$ cat config.mk
export PLATFORM = sky130hd
export DESIGN_NAME = top
export DESIGN_NICKNAME = d
export VERILOG_FILES = /design/src/rtl/top.sv
export SDC_FILE = /design/constraint.sdc
export NUM_CORES = 1
export LEC_CHECK = 0
export ABC_AREA = 1
export BUFFER_PORTS_ARGS = -buffer_cell sky130_fd_sc_hd__buf_4
export CORE_AREA = 2 2 80 82
export DETAILED_ROUTE_END_ITERATION = 12
export DIE_AREA = 0 0 82 84
export PLACE_DENSITY = 0.57
export RECOVER_POWER = 25
export SLEW_MARGIN = 5
export SYNTH_ARGS = -nofsm -noshare
export SYNTH_HDL_FRONTEND = slang
export SYNTH_SLANG_ARGS = --single-unit
$ cat constraint.sdc
create_clock -name clki -period 1.5 [get_ports clki]
set_clock_uncertainty 0.2 [all_clocks]
set_input_delay 0.15 -clock clki [delete_from_list [all_inputs] [get_ports clki]]
set_output_delay 0.15 -clock clki [all_outputs]
set_load 0.01 [all_outputs]
$ cat src/rtl/top.sv
// "Sang dan" LED bar sequencer: the bar fills from LED0 up to the top LED, then
// drains from the top back down, advancing one LED per CLK_DIV system clocks.
module top #(
    parameter int unsigned CLK_DIV = 25_000_000,
    parameter int unsigned LED_W   = 8
) (
    input  logic             clki,
    input  logic             rs,
    output logic [LED_W-1:0] led
);

    localparam int unsigned CNT_W = (CLK_DIV > 1) ? $clog2(CLK_DIV) : 1;
    localparam logic [CNT_W-1:0] CNT_MAX = CNT_W'(CLK_DIV - 1);

    typedef enum logic [1:0] {
        FILL  = 2'b01,
        DRAIN = 2'b10
    } state_t;

    state_t           state;
    logic [CNT_W-1:0] count;
    logic             step_c;

    // The step is taken on the same edge the prescaler wraps, so the first LED
    // lights on the CLK_DIV-th edge after reset release.
    assign step_c = (count == CNT_MAX);

    // Prescaler: counts 0..CLK_DIV-1 and wraps.
    always_ff @(posedge clki or negedge rs) begin
        if (!rs) begin
            count <= '0;
        end else if (step_c) begin
            count <= '0;
        end else begin
            count <= count + CNT_W'(1);
        end
    end

    // Fill/drain sequencer. Full and empty codes are detected from the bits that
    // survive the shift, so each end code is shown for exactly one step.
    always_ff @(posedge clki or negedge rs) begin
        if (!rs) begin
            state <= FILL;
            led   <= '0;
        end else if (step_c) begin
            case (state)
                FILL: begin
                    led <= {led[LED_W-2:0], 1'b1};
                    if (led[LED_W-2:0] == '1) begin
                        state <= DRAIN;
                    end
                end
                DRAIN: begin
                    led <= {1'b0, led[LED_W-1:1]};
                    if (led[LED_W-1:1] == '0) begin
                        state <= FILL;
                    end
                end
                default: begin
                    state <= FILL;
                    led   <= '0;
                end
            endcase
        end
    end

endmodule

==> flow_summary.toml <==
[clock_network]
clockBufferDepth = 2
insertion_delay_ns = 0.28
clk_pin_slew_worst_paths_ns = 0.07
cts_tree = "built"
cts_sinks = 35
htree_levels = 2
root_buffer = "clkbuf_8"
cts_buffers = 5

[die]
die_h_um = 84
io_pins = 10
rows = 29
die_w_um = 82
core_mm2 = 0.00610
die_area_mm2 = 0.00689
start_util_pct = 33.4

[setup_path]
reg2reg_depth = 7
startpoint = "count[0]"
endpoint_kind = "flip-flop"
reg2reg_from = "count[0]"
cp_data_arrival_time_ns = 1.65
worst-path-max-fanout = 5
critPathRequiredTime_ns = 1.47
cp-start-kind = "flip-flop"
rrSetupSlack_ns = -0.18
r2r-end = "led[7]"
worstSetupPathType = "flip-flop to flip-flop"

[layout]
fin_nets = 364
nFillCells = 597
regArea_um2 = 878
final_util_pct = 50.1
insertedDiodeCount = 0
syn_to_final_growth_pct = 50.2
multi_input_area_mm2 = 0.00131
drive_above_1_share_pct = 40.3

[run_status]
violations = "setup timing"
outcome = "finished with violations"

[sta]
max-slew-margin-rel_pct = 45.9
final.min_clock_period_ns = 1.68
worst_slack_ns = -0.180
rsz0062_at_grt = "true"
drv_slew = 0
finalSetupViolations = 28
final-hold-violation-count = 0
fin_crit_sh_pct = 112
max_freq_ghz = 0.595
worst_pin_slew_ns = 0.812

[global_route]
grt_overflow_total = 0
first_global_vias = 1981
grt_max_degree = 36
grt_util_met3_pct = 3.46
grt_util_met1_pct = 24.2
met2_usage_pct = 27.3
antenna_found_initial = 0
grt_pass1_wl_mm = 9.18
busiest_layer = "met2"
grt_use_total_pct = 17.3

[route]
wire_per_inst_um = 12.6
ant_nets = 0
firstDrtPassIters = 4
vias = 2034
via_per_inst = 4.65
drc = 0
routed_wl_mm = 5.51
drt_iter0_markers = 91

[pwr]
power_density_mw_per_mm2 = 565
ir_worst_vdd_uv = 443
p_leak_nw = 1.42

[logic_synthesis]
syn_avg_cell_area_um2 = 7.24
synth_compound_area_share_pct = 3.20
synthMuxAreaShare_pct = 0
synthAdderAreaFrac_pct = 1.85
ys_types = 25
yosysTopAreaCell = "dfrtp_1"
synth_fp_nets = 286
syn_inst = 281
synth_area_leaders = "dfrtp_1 (42%), nand2_1 (15%), nor2_1 (11%)"
synth-xor-area-share_pct = 6.46
synth-simple-area-share_pct = 39.3
synth.cell_area_mm2 = 0.00203
yosysSeqAreaShare_pct = 43.1
yosysWarnings = 0
synth_top_family_by_area = "simple AND/OR/NAND/NOR gates"
ys_ff_latch = 35
synth_top_area_share_pct = 41.8

[placed_design]
dp_hpwl_mm = 3.89
place_ws_ns = -0.188
place_congestion = 0.835
io_buffers = 9

[run]
cap_viol_max_count = 0

[min_path]
hold_depth = 2
min_from = "state[0]"
whs_endpoint = "state[0]"
hp-class = "flip-flop to flip-flop"
[area by class of cell]
class	instances	share of cell area [%]
Inverter	31	3.81
Clock buffer	8	3.28
Timing Repair Buffer	70	18.2
Sequential cell	35	28.8
Multi-Input combinational cell	216	42.7
Tap cell	77	3.16
[flip-flops by register name (all words and copies together), names as in the netlist]
signal	flops
count	25
state	2
led	8
[how the worst max path moves through the flow]
stage                 to  slack [ns]  cells after the start
6_report          led[7]       -0.18                      7
3_3_place_gp      led[4]       -0.16                      7
4_1_cts         state[1]       -0.15                      8
5_1_grt        count[23]       -0.27                      7
3_5_place_dp   count[22]       -0.19                      8
2_1_floorplan     led[5]       0.001                      8
[per-layer routing]
layer / up-vias / wire (µm) / part of all wire, %
met3: 6 / 174 / 3.2
met5: - / 0 / 0
met2: 34 / 2710 / 49
met1: 959 / 2570 / 47
met4: 0 / 51 / 0.93
li1: 1035 / - / -
[critical path, cell delays in order, from the launching register on]
cell and delay [ns]:
dfrtp_1 0.40, ha_4 0.18, nand3_4 0.10, buf_6 0.14, nor3_4 0.27, nand3_4 0.14
nand2_1 0.07, o21ai_1 0.07
[placed cells by master, fill, tap and decap left out, types with 12 or more instances in the layout]
cell type,Yosys,routed
buf_4,1,62
dfrtp_1,34,33
inv_1,29,27
nand2_1,80,63
nand2_2,2,18
nand3_1,27,18
nor2_1,58,41
nor2_2,4,13
nor2_4,4,13
xor2_1,12,12
[timing repair]
action                     4_1_cts  5_1_grt
setup endpoints to repair       32       33
pin swaps                       13       16
resized for setup               29       36
hold buffers                     1        0
buffers inserted                 3        3
cloned                           2        0
hold endpoints to repair        35        0
[synth_stat cells]
| master | number |
|---|---|
| o21ai_0 | 2 |
| ha_1 | 3 |
| nor3b_1 | 1 |
| xnor2_1 | 3 |
| nand2_1 | 80 |
| inv_1 | 29 |
| inv_2 | 1 |
| nand4_1 | 1 |
| nor2_4 | 4 |
| o22ai_1 | 4 |
| clkinv_1 | 1 |
| or2_2 | 1 |
| nor2_1 | 58 |
| nor3_1 | 3 |
| nor2_2 | 4 |
| o21ai_1 | 1 |
| nand3_2 | 2 |
| xor2_1 | 12 |
| nand3b_1 | 1 |
| nand3_1 | 27 |
| dfrtp_1 | 34 |
| a21oi_1 | 5 |
| buf_4 | 1 |
| nand2_2 | 2 |
| dfstp_2 | 1 |
[per-stage QoR]
step                cell area, µm²  std cells  TNS (ns)  power, mW  hold WS (ns)
floorplan                     2070        281         0      0.962        -0.346
global placement              2630        420     -2.68      0.984       -0.0524
detailed placement            2630        420     -3.66      0.984       -0.0556
CTS                           2890        434     -3.22       1.75         0.181
global route                  3050        437     -5.83       1.80         0.317
finish                        3050        437     -3.21       1.73         0.280
[cell families after synthesis]
kind of cell             after synthesis
AO/OA/AOI/OAI                         12
adder cells (fa/ha/maj)                3
flip-flops                            35
XOR/XNOR                              15
AND/OR/NAND/NOR                      184
buffers and inverters                 32
[power breakdown]
group | leakage, nW | total (mW) | internal, mW | switching, mW
clock | 0.0515 | 0.762 | 0.420 | 0.342
sequential | 0.469 | 0.943 | 0.943 | 0
combinational | 0.903 | 0.0212 | 0.00259 | 0.0186
Note: power is estimated with default switching activity, not from simulation.
